## config.mk

```make
export PLATFORM = sky130hd
export DESIGN_NAME = spi_frame_tx
export DESIGN_NICKNAME = d
export VERILOG_FILES = /design/src/rtl/spi_frame_tx.sv
export SDC_FILE = /design/constraint.sdc
export NUM_CORES = 1
export LEC_CHECK = 0
export CAP_MARGIN = 30
export CELL_PAD_IN_SITES_DETAIL_PLACEMENT = 2
export CELL_PAD_IN_SITES_GLOBAL_PLACEMENT = 2
export CORE_MARGIN = 2
export CORE_UTILIZATION = 35
export CTS_BUF_LIST = sky130_fd_sc_hd__clkbuf_8
export CTS_CLUSTER_DIAMETER = 200
export DETAILED_ROUTE_END_ITERATION = 6
export GPL_TIMING_DRIVEN = 1
export HOLD_SLACK_MARGIN = 0.12
export PLACE_DENSITY = 0.9
export SETUP_SLACK_MARGIN = 0.5
export SLEW_MARGIN = 25
export SYNTH_ARGS = -nofsm -noshare
export SYNTH_HDL_FRONTEND = slang
export SYNTH_SLANG_ARGS = --single-unit
```

## constraint.sdc

```tcl
create_clock -name clk -period 1.95 [get_ports clk]
set_input_delay 0.2925 -clock clk [delete_from_list [all_inputs] [get_ports clk]]
set_output_delay 0.2925 -clock clk [all_outputs]
set_load 0.05 [all_outputs]
```

## src/rtl/spi_frame_tx.sv

```systemverilog
// spi_frame_tx
// ------------
// SPI mode-0 master that sends one two-byte register-write frame per request:
// an address byte followed by a data byte, MSB first, inside a single NSS-low
// window. The far-end slave commits the write when NSS returns high.
//
// Optional feature: define SPI_FRAME_TX_READBACK_EN to add the miso input and
// the rdata output. The slave's replies during the data byte are then captured
// and presented on rdata when the frame completes.
//
// Parameters
//   CLK_DIV  SCLK half-period in clk cycles (>= 1)
//   NSS_GAP  minimum clk cycles NSS stays high after a frame (>= 1)
//
// Ports
//   clk      in   system clock
//   reset_n  in   asynchronous active-low reset
//   start    in   frame request, sampled only while busy is low
//   addr     in   address byte, captured on the accepting edge
//   data     in   data byte, captured on the accepting edge
//   busy     out  high from the cycle after acceptance through the NSS gap
//   done     out  one-cycle pulse in the cycle NSS returns high
//   nss      out  slave select, active-low
//   sclk     out  SPI clock, idles low
//   mosi     out  serial data out, low whenever NSS is high
//   state    out  FSM state for debug (IDLE=0 SETUP=1 SHIFT=2 HOLD=3 GAP=4)
//   miso     in   serial data in (readback builds only)
//   rdata    out  captured data-byte reply (readback builds only)
//
// Timing (D = CLK_DIV): NSS is low for 34*D cycles (D setup, 16 bit periods
// of 2*D, D hold). MOSI changes only as SCLK falls, so it is stable D cycles
// either side of every rising SCLK edge.
module spi_frame_tx #(
  parameter int CLK_DIV = 4,
  parameter int NSS_GAP = 2
) (
  input  logic       clk,
  input  logic       reset_n,
  input  logic       start,
  input  logic [7:0] addr,
  input  logic [7:0] data,
  output logic       busy,
  output logic       done,
  output logic       nss,
  output logic       sclk,
  output logic       mosi,
  output logic [2:0] state
`ifdef SPI_FRAME_TX_READBACK_EN
  ,
  input  logic       miso,
  output logic [7:0] rdata
`endif
);

  localparam logic [2:0] IDLE  = 3'd0;
  localparam logic [2:0] SETUP = 3'd1;
  localparam logic [2:0] SHIFT = 3'd2;
  localparam logic [2:0] HOLD  = 3'd3;
  localparam logic [2:0] GAP   = 3'd4;

  localparam int PH_W = (CLK_DIV > 1) ? $clog2(CLK_DIV) : 1;
  localparam int GP_W = (NSS_GAP > 1) ? $clog2(NSS_GAP) : 1;
  localparam logic [PH_W-1:0] PH_LAST = PH_W'(CLK_DIV - 1);
  localparam logic [GP_W-1:0] GP_LAST = GP_W'(NSS_GAP - 1);

  logic [15:0]     shreg;
  logic [PH_W-1:0] phase;
  logic [3:0]      bit_cnt;
  logic [GP_W-1:0] gap_cnt;
  logic            phase_end;

  assign phase_end = (phase == PH_LAST);

  always_ff @(posedge clk or negedge reset_n) begin
    if (!reset_n) begin
      state   <= IDLE;
      shreg   <= 16'h0000;
      phase   <= '0;
      bit_cnt <= 4'd0;
      gap_cnt <= '0;
      busy    <= 1'b0;
      done    <= 1'b0;
      nss     <= 1'b1;
      sclk    <= 1'b0;
      mosi    <= 1'b0;
    end else begin
      done <= 1'b0;
      case (state)
        IDLE: begin
          // busy is always low here, so any start seen in IDLE is accepted.
          if (start) begin
            shreg   <= {addr, data};
            mosi    <= addr[7];
            nss     <= 1'b0;
            busy    <= 1'b1;
            phase   <= '0;
            bit_cnt <= 4'd0;
            state   <= SETUP;
          end
        end

        SETUP: begin
          if (phase_end) begin
            phase <= '0;
            state <= SHIFT;
          end else begin
            phase <= phase + 1'b1;
          end
        end

        SHIFT: begin
          if (phase_end) begin
            phase <= '0;
            if (!sclk) begin
              sclk <= 1'b1;
            end else begin
              // Falling SCLK: present the next bit. The register rotates so
              // every bit of it stays live; after the last bit MOSI parks low.
              sclk    <= 1'b0;
              shreg   <= {shreg[14:0], shreg[15]};
              mosi    <= (bit_cnt == 4'd15) ? 1'b0 : shreg[14];
              bit_cnt <= bit_cnt + 4'd1;
              if (bit_cnt == 4'd15) begin
                state <= HOLD;
              end
            end
          end else begin
            phase <= phase + 1'b1;
          end
        end

        HOLD: begin
          if (phase_end) begin
            phase   <= '0;
            nss     <= 1'b1;
            mosi    <= 1'b0;
            done    <= 1'b1;
            gap_cnt <= '0;
            state   <= GAP;
          end else begin
            phase <= phase + 1'b1;
          end
        end

        GAP: begin
          if (gap_cnt == GP_LAST) begin
            busy  <= 1'b0;
            state <= IDLE;
          end else begin
            gap_cnt <= gap_cnt + 1'b1;
          end
        end

        default: begin
          state <= IDLE;
          busy  <= 1'b0;
          nss   <= 1'b1;
          sclk  <= 1'b0;
          mosi  <= 1'b0;
        end
      endcase
    end
  end

`ifdef SPI_FRAME_TX_READBACK_EN
  logic [7:0] cap;

  // MISO is sampled on the clk edge that raises SCLK, data-byte bits only
  // (bit_cnt 8..15). rdata is published on the edge that raises NSS, so it
  // changes together with done and an aborted frame never reaches it.
  always_ff @(posedge clk or negedge reset_n) begin
    if (!reset_n) begin
      cap   <= 8'h00;
      rdata <= 8'h00;
    end else begin
      if ((state == SHIFT) && phase_end && !sclk && bit_cnt[3]) begin
        cap <= {cap[6:0], miso};
      end
      if ((state == HOLD) && phase_end) begin
        rdata <= cap;
      end
    end
  end
`else
  // Without readback there is no MISO path and no capture logic.
`endif

endmodule

```

==> results of run 1 <==
placed cells by master, fill, tap and decap left out, types with 2 or more instances in the layout:
cell type,count
buf_16,3
nor2_2,5
nand3_4,2
nor3_2,2
a21o_1,2
a21oi_2,17
buf_6,7
a22o_1,2
o21ai_1,2
nand2_1,8
dfrtp_2,2
dfrtp_4,2
clkdlybuf4s50_1,18
o31ai_1,2
nor2_1,9
nor2_4,6
clkbuf_8,7
mux2i_1,8
a21oi_1,6
buf_4,26
mux2i_4,8
mux2i_2,2
dfrtp_1,26
inv_1,6
clkdlybuf4s15_2,2
nand3_1,4
sequential cells by signal, indices dropped and copies added (netlist names):
register	count
shreg	16
busy	1
done	1
gap_cnt	1
sclk	1
bit_cnt	4
state	3
phase	2
nss	1
mosi	1
routing by layer:
layer / track usage / vias up / share of wire / wire [µm]
met1: 0.283 / 781 / 0.35 / 2710
li1: - / 680 / - / -
met2: 0.514 / 51 / 0.56 / 4270
met3: 0.0639 / 26 / 0.044 / 340
met5: 0 / - / 0 / 0
met4: 0.0985 / 0 / 0.045 / 343
per-stage QoR:
step                      instances  utilization  area (µm²)  total power, mW
after floorplan                 160            -        1720             2.57
after global placement          231        0.448        1980             2.82
after detailed placement        231        0.448        1980             2.98
after CTS                       263        0.554        2440             4.23
after global routing            270        0.611        2700             5.20
final                           270        0.611        2700             4.98
power by group through the flow:
stage / sequential (mW) / clock [mW] / combinational [mW]
5_1_grt: 1.35 / 0.619 / 3.23
6_report: 1.33 / 0.585 / 3.06
2_1_floorplan: 1.32 / 0 / 1.24
3_3_place_gp: 1.24 / 0 / 1.58
3_5_place_dp: 1.28 / 0 / 1.70
4_1_cts: 1.22 / 0.589 / 2.42
what timing repair did:
action | CTS | global route
endpoints found under the setup margin | 29 | 29
pin swaps | 15 | 7
gates cloned | 3 | 1
buffers inserted | 21 | 6
gates resized for setup | 41 | 42
cell type report:
class,count,area [µm²],area share
timing repair buffer,61,629,0.233
clock inverter,1,3.75,0.00139
multi-input combinational,112,1090,0.404
tap,52,65.1,0.0241
sequential,31,787,0.292
inverter,6,26.3,0.00974
clock buffer,7,96.3,0.0357
worst max path at each step:
stage / from / to / slack, ns / depth (start not counted)
6_report: start / state[0] / 0.24 / 5
5_1_grt: start / state[0] / 0.17 / 5
4_1_cts: state[0] / shreg[2] / 0.41 / 4
3_5_place_dp: start / shreg[1] / 0.16 / 6
3_3_place_gp: start / shreg[12] / 0.24 / 6
2_1_floorplan: phase[0] / bit_cnt[2] / 0.39 / 6
kinds of logic (layout without fill, tap and decap cells):
family | count (synthesis) | after routing | share of synthesized area
AO/OA/AOI/OAI | 43 | 43 | 0.193
XOR/XNOR | 1 | 1 | 0.00536
adder cells (fa/ha/maj) | 2 | 2 | 0.0153
buffers and inverters | 17 | 75 | 0.0581
flip-flops | 31 | 31 | 0.475
multiplexers | 18 | 18 | 0.110
AND/OR/NAND/NOR | 48 | 48 | 0.143
worst register-to-register path: stages, from the launching register on:
cell      delay [ns]
dfrtp_4         0.53
nand2b_1        0.29
a32oi_2         0.39
nand2_1         0.12
o31ai_1         0.26
==> flow_metrics.tcl, run 1 <==
set metrics [dict create \
    status "completed" \
    finClkSkew_ns 0.00612 \
    io_buffers 26 \
    power.share.sequential 0.267 \
    root_buffer "clkbuf_8" \
    crit_fanout 4 \
    drc_errors 0 \
    cp_num_buf_inv 1 \
    num_antenna_cells 0 \
    clockBufferDepth 2 \
    synth.most_common_cell "dfrtp_1" \
    grt-ovfl-total 0 \
    fill_cells 399 \
    grt_max_degree 32 \
    rows 24 \
    antenna_found_initial 0 \
    maxSlewViolCount 0 \
    netSwitchingPower_mw 2.31 \
    hold_slack_ns 0.407 \
    cts_sinks 31 \
    period_minus_slack_ns 1.71 \
    clockPowerShare 0.117 \
    synth-edff-count 0 \
    clock_latency_ns 0.30 \
    ys_seq_area_frac 0.475 \
    cts_max_level 2 \
    worstReg2RegStart "state[2]" \
    vdd_drop_max_mv 0.729 \
    hold_violations 0 \
    ant_nets 0 \
    relSlewSlack 0.722 \
    cp_top_family "compound AO/OA/AOI/OAI gates" \
    dieArea_mm2 0.00524 \
    rsz0062_at_grt "true" \
    grt_pass1_vias 1774 \
    firstDrtPassIters 4 \
    setup_viol 0 \
    grt_pass1_wl_um 10100 \
    cp_slowest_cell "clkdlybuf4s50_1" \
    crit_arrival_ns 1.90 \
    avgSynthCellArea_um2 10.2 \
    tightest_slew_ns 0.417 \
    yosys-top-cells-count "dfrtp_1, mux2i_1, nor2_1" \
    cts_inserted_buffers 5 \
    rrSetupSlack_ns 0.24 \
    post-place-ws_ns 0.163 \
    worstPathCellList "clkdlybuf4s50_1 -> nand2b_1 -> a32oi_2 -> nand2_1 -> o31ai_1" \
    postSynthCellCount 160 \
    io_pins 27 \
    synth_top_area_share 0.459 \
    syn_area_mm2 0.00164 \
    end_kind "flip-flop" \
    drive_gt1_frac 0.528 \
    async_flop_share 1.00 \
    hpwl_um 3070 \
    synth.area.top_cells "dfrtp_1, mux2i_1, a21oi_2" \
    cts_tree "done" \
    postCtsHoldBufs 0 \
    hp-class "in2async" \
    ff2ff_path_depth 4 \
    nets 238 \
    crit_required_ns 2.13 \
    synth_fp_nets 181 \
    num_vias 1538 \
    start_kind "input pin" \
    synth_ff_type "dfrtp_1" \
    switching_share 0.464 \
    yosys.area.top_type "dfrtp_1" \
    p_leak_nw 1.05 \
    synth_warnings 0 \
    die_w_um 72.4 \
    fmax_mhz 584 \
    drt-wirelength-per-cell_um 28.4 \
    area_growth_syn_to_layout_pct 65.0 \
    rr_endpoint "state[0]" \
    clk_pin_slew_ns 0.07 \
    avgViaCountPerCell 5.70 \
    globalplace.congestion 0.734 \
    ys_types 38 \
    pwr-share-comb 0.616 \
    core-area_mm2 0.00441 \
    fin_tns_setup_ns 0 \
    path_class "in2reg" \
    drt_iter0_drc 96 \
    wirelength_um 7670 \
    start_util 0.370 \
    finalCritPeriodShare 0.879 \
    fin_ws_ns 0.236 \
    synth_seq_cells 31 \
    critPathMaxStageDelay_ns 0.60 \
    p_per_area_mw_per_mm2 1840 \
    grt.total_usage 0.269 \
    max_cap_viol_count 0 \
    p_int_mw 2.67 \
    die_h_um 72.4 \
]
(Power assumes the default switching activity.)
==> inputs of run 2 (changes only) <==
--- a/config.mk
+++ b/config.mk
@@ -8,14 +8,15 @@
 export CAP_MARGIN = 30
 export CELL_PAD_IN_SITES_DETAIL_PLACEMENT = 2
 export CELL_PAD_IN_SITES_GLOBAL_PLACEMENT = 2
+export CORE_ASPECT_RATIO = 0.5
 export CORE_MARGIN = 2
-export CORE_UTILIZATION = 35
-export CTS_BUF_LIST = sky130_fd_sc_hd__clkbuf_8
+export CORE_UTILIZATION = 33
 export CTS_CLUSTER_DIAMETER = 200
 export DETAILED_ROUTE_END_ITERATION = 6
 export GPL_TIMING_DRIVEN = 1
 export HOLD_SLACK_MARGIN = 0.12
-export PLACE_DENSITY = 0.9
+export PLACE_DENSITY = 0.86
+export REMOVE_ABC_BUFFERS = 1
 export SETUP_SLACK_MARGIN = 0.5
 export SLEW_MARGIN = 25
 export SYNTH_ARGS = -nofsm -noshare
==> run 2 against run 1 <==
Non-clock buffer count down 3. Clock skew about the same. Flip-flop and latch count unchanged. Total power down 5.1%. Sequential share of layout area up 0.99 points. Wire length up 1.5%. Cell area down 3.9%. Combinational power down 5%.
==> flow_metrics.tcl, run 2 (synthesis results as in run 1) <==
set metrics [dict create \
    status "completed" \
    setup_viol 0 \
    endpoint "sclk" \
    die_w_um 104 \
    clk_pin_slew_ns 0.09 \
    drive_gt1_frac 0.460 \
    grt_pass1_vias 1717 \
    fmax_mhz 601 \
    hold_slack_ns 0.429 \
    largest_reg_flops 16 \
    highest_layer "met4" \
    fill_cells 473 \
    avgViaCountPerCell 5.41 \
    rr_endpoint "sclk" \
    fin_tns_setup_ns 0 \
    crit_arrival_ns 1.88 \
    p_per_area_mw_per_mm2 1820 \
    start_kind "flip-flop" \
    cts_tree "done" \
    clock_latency_ns 0.31 \
    postCtsHoldBufs 0 \
    io_buffers 26 \
    finalCritPeriodShare 0.854 \
    top_register "shreg" \
    report.power.total_mw 4.72 \
    globalplace.congestion 0.732 \
    max_cap_viol_count 0 \
    dr_wl_met3_um 290 \
    cp_num_buf_inv 3 \
    clockBufferDepth 2 \
    critPathMaxStageDelay_ns 0.47 \
    ff2ff_path_depth 6 \
    fin_ws_ns 0.285 \
    area_growth_syn_to_layout_pct 58.6 \
    grt.total_usage 0.246 \
    worstPathCellList "buf_6 -> buf_12 -> clkinvlp_4 -> nor4_1 -> a21oi_1 -> o21ai_0" \
    core-area_mm2 0.00484 \
    hold_violations 0 \
    grt_max_degree 32 \
    post-place-ws_ns 0.0501 \
    path_class "reg2reg" \
    hpwl_um 3140 \
    drt_iter0_drc 68 \
    io_pins 27 \
    cp_top_family "simple AND/OR/NAND/NOR gates" \
    finClkSkew_ns 0.00642 \
    maxSlewViolCount 0 \
    vdd_drop_max_mv 0.704 \
    rsz0062_at_grt "true" \
    rrSetupSlack_ns 0.28 \
    crit_required_ns 2.17 \
    drc_errors 0 \
    grt-ovfl-total 0 \
    worstReg2RegStart "state[1]" \
    num_antenna_cells 0 \
    drt-wirelength-per-cell_um 27.3 \
    ant_nets 0 \
    wirelength_um 7780 \
    end_kind "flip-flop" \
    top_regs "shreg (16), bit_cnt (4), state (3)" \
    root_buffer "clkbuf_8" \
    hp-class "in2async" \
    cts_max_level 2 \
    wl_met2_um 3970 \
    cts_sinks 31 \
    final_common_cell "dfrtp_1" \
    grt_pass1_wl_um 9960 \
    crit_start "state[1]" \
    crit_fanout 6 \
    nets 235 \
    period_minus_slack_ns 1.67 \
    relSlewSlack 0.716 \
    dieArea_mm2 0.00557 \
    cp_slowest_cell "nor4_1" \
    rows 18 \
    cts_inserted_buffers 5 \
    cp.depth 6 \
    met1Wirelength_um 3200 \
    layout_common_cells "dfrtp_1, buf_4, mux2i_1, clkdlybuf4s50_1, a21oi_2" \
    start_util 0.338 \
    tightest_slew_ns 0.422 \
    die_h_um 53.8 \
    firstDrtPassIters 4 \
    num_vias 1541 \
    p_leak_nw 1.03 \
    utilization 0.536 \
    antenna_found_initial 0 \
]
[run 2: cell count changes in the layout (fill, tap and decap cells not counted), moves of 3 or more]
| cell | change |
|---|---|
| nor2_1 | +5 |
| buf_12 | +4 |
| buf_4 | -7 |
| a21oi_1 | +3 |
| mux2i_1 | +9 |
| nor2_4 | -3 |
| mux2i_4 | -8 |
[run 2: power breakdown]
part           internal, mW  leakage [nW]  switching [mW]
Sequential            0.927         0.358           0.305
Combinational          1.31         0.635            1.60
Clock                 0.256        0.0408           0.329
Total                  2.49          1.03            2.23
[run 2: timing repair]
action	CTS	global route
gates cloned	5	2
endpoints found under the setup margin	29	29
resized for setup	38	28
pin swaps	6	7
buffers inserted	14	3
[run 2: routing by layer]
layer	GRT usage	vias up
met4	0.122	0
li1	-	674
met3	0.0557	24
met2	0.474	45
met1	0.270	798
met5	0	-
[run 2: stage by stage]
stage,cells,area [µm²]
after detailed placement,253,2000
after CTS,280,2420
after global routing,285,2590
after global placement,253,2000
after floorplan,149,1560
final,285,2590
[run 2: worst min path at each step]
stage / slack (ns) / to / start / depth (start not counted)
after floorplan: -0.003 / bit_cnt[0] / reset_n / 0
after global placement: 0.49 / phase[1] / phase[1] / 1
after detailed placement: 0.50 / bit_cnt[3] / bit_cnt[3] / 1
after CTS: 0.41 / shreg[13] / reset_n / 2
after global routing: 0.45 / shreg[14] / reset_n / 2
final: 0.43 / shreg[13] / reset_n / 2
[run 2: layout make-up]
cell class              count  area [µm²]  area share
clock buffers               5        68.8      0.0265
clock inverters             3        23.8     0.00917
inverters                   6        26.3      0.0101
multi-input cells         112         945       0.364
flip-flops and latches     31         782       0.301
well taps                  70        87.6      0.0338
repair buffers             58         661       0.255
==> inputs of run 3 (changes only) <==
--- a/config.mk
+++ b/config.mk
@@ -17,7 +17,7 @@
 export HOLD_SLACK_MARGIN = 0.12
 export PLACE_DENSITY = 0.86
 export REMOVE_ABC_BUFFERS = 1
-export SETUP_SLACK_MARGIN = 0.5
+export SETUP_SLACK_MARGIN = 0.2
 export SLEW_MARGIN = 25
 export SYNTH_ARGS = -nofsm -noshare
 export SYNTH_HDL_FRONTEND = slang
==> run 3 against run 2 <==
Register-to-register slack about the same. Largest power group unchanged. Clock skew increased by 0.0019 ns. Global-route usage is 5.3 points lower. Critical endpoint is now done.
==> flow_metrics.tcl, run 3 (synthesis results as in run 1) <==
set metrics [dict create \
    rrSetupSlack_ns 0.29 \
    relSlewSlack 0.674 \
    grt_pass1_wl_um 7970 \
    maxSlewViolCount 0 \
    crit_required_ns 1.66 \
    antenna_found_initial 0 \
    drive_gt1_frac 0.228 \
    p_int_mw 1.96 \
    netSwitchingPower_mw 1.68 \
    drc_errors 0 \
    io_buffers 26 \
    globalplace.congestion 0.732 \
    p_per_area_mw_per_mm2 1700 \
    end_kind "output pin" \
    root_buffer "clkbuf_8" \
    power.share.sequential 0.331 \
    wirelength_um 5150 \
    clockBufferDepth 2 \
    setup_viol 0 \
    top_register "shreg" \
    cts_tree "done" \
    io_pins 27 \
    cts_sinks 31 \
    core-area_mm2 0.00484 \
    layout_common_cells "dfrtp_1, clkdlybuf4s50_1, nor2_1, mux2i_1" \
    pwr-share-comb 0.521 \
    cts_max_level 2 \
    crit_fanout 1 \
    tightest_slew_ns 0.487 \
    utilization 0.442 \
    grt_pass1_vias 1484 \
    place_area_mm2 0.00200 \
    start_util 0.338 \
    die_w_um 104 \
    die_h_um 53.8 \
    grt_max_degree 36 \
    worstReg2RegStart "state[1]" \
    grt.total_usage 0.192 \
    cp_slowest_cell "clkdlybuf4s50_1" \
    firstDrtPassIters 4 \
    dieArea_mm2 0.00557 \
    rr_endpoint "shreg[15]" \
    rows 18 \
    grt-ovfl-total 0 \
    fill_cells 522 \
    ff2ff_path_depth 4 \
    hpwl_um 3140 \
    drt-wirelength-per-cell_um 19.6 \
    max_cap_viol_count 0 \
    finalCritPeriodShare 0.874 \
    path_class "reg2out" \
    top_regs "shreg (16), bit_cnt (4), state (3)" \
    num_vias 1354 \
    status "completed" \
    final_common_cell "dfrtp_1" \
    finalInstanceArea_mm2 0.00214 \
    num_antenna_cells 0 \
    p_leak_nw 0.856 \
    finClkSkew_ns 0.00830 \
    avgViaCountPerCell 5.15 \
    period_minus_slack_ns 1.70 \
    critPathMaxStageDelay_ns 0.79 \
    clock_latency_ns 0.29 \
    switching_share 0.462 \
    nets 213 \
    cp_top_family "buffers and inverters" \
    crit_arrival_ns 1.41 \
    rsz0062_at_grt "false" \
    drt_iter0_drc 29 \
    cp_num_buf_inv 1 \
    hp-class "in2async" \
    ant_nets 0 \
    area_growth_syn_to_layout_pct 30.9 \
    clockPowerShare 0.148 \
    hold_violations 0 \
    largest_reg_flops 16 \
    clk_pin_slew_ns 0.07 \
    cts_inserted_buffers 5 \
    vdd_drop_max_mv 0.531 \
    fmax_mhz 587 \
    worstPathCellList "clkdlybuf4s50_1" \
    start_kind "flip-flop" \
]
==> run 3: routing by layer <==
| layer | track usage | vias to the layer above | wire [µm] | share of wire |
|---|---|---|---|---|
| li1 | - | 629 | - | - |
| met1 | 0.223 | 698 | 2260 | 0.44 |
| met2 | 0.366 | 20 | 2670 | 0.52 |
| met3 | 0.0424 | 7 | 146 | 0.028 |
| met4 | 0.0698 | 0 | 68 | 0.013 |
| met5 | 0 | - | 0 | 0 |
==> run 3: cell type report <==
| cell class | instances | area, µm² | share of cell area |
|---|---|---|---|
| timing repair buffer | 36 | 388 | 0.181 |
| multi-input combinational | 112 | 772 | 0.361 |
| clock inverter | 3 | 23.8 | 0.0111 |
| inverter | 6 | 22.5 | 0.0105 |
| sequential | 31 | 778 | 0.364 |
| clock buffer | 5 | 68.8 | 0.0321 |
| tap | 70 | 87.6 | 0.0409 |
==> run 3: through the flow <==
stage	power [mW]	cells	hold slack, ns	worst slack [ns]	setup TNS [ns]
final	3.64	263	0.397	0.246	0
after global routing	3.88	263	0.448	0.202	0
after CTS	3.60	261	0.413	0.208	0
after detailed placement	2.98	253	0.496	0.0501	0
after global placement	2.85	253	0.488	0.188	0
after floorplan	2.32	149	-0.00309	-0.616	-13.37
==> run 3: worst max path at each step <==
stage	from	to	slack, ns	cells past startpoint
2_1_floorplan	state[1]	bit_cnt[2]	-0.62	4
3_3_place_gp	start	shreg[7]	0.19	6
3_5_place_dp	start	shreg[6]	0.05	6
4_1_cts	phase[0]	shreg[6]	0.21	6
5_1_grt	state[1]	state[0]	0.20	5
6_report	done	done	0.25	1
==> run 3: what timing repair did <==
action	in CTS	in global routing
pin swaps	0	1
cloned	0	1
resized for setup	3	1
setup buffers	0	1
hold buffers	0	0
endpoints found under the setup margin	17	18
==> run 3: power groups by stage <==
stage / logic (mW) / clock network (mW) / registers, mW
floorplan: 0.943 / 0 / 1.38
global placement: 1.67 / 0 / 1.18
detailed placement: 1.78 / 0 / 1.20
CTS: 1.84 / 0.554 / 1.21
global route: 2.05 / 0.582 / 1.25
finish: 1.90 / 0.539 / 1.21
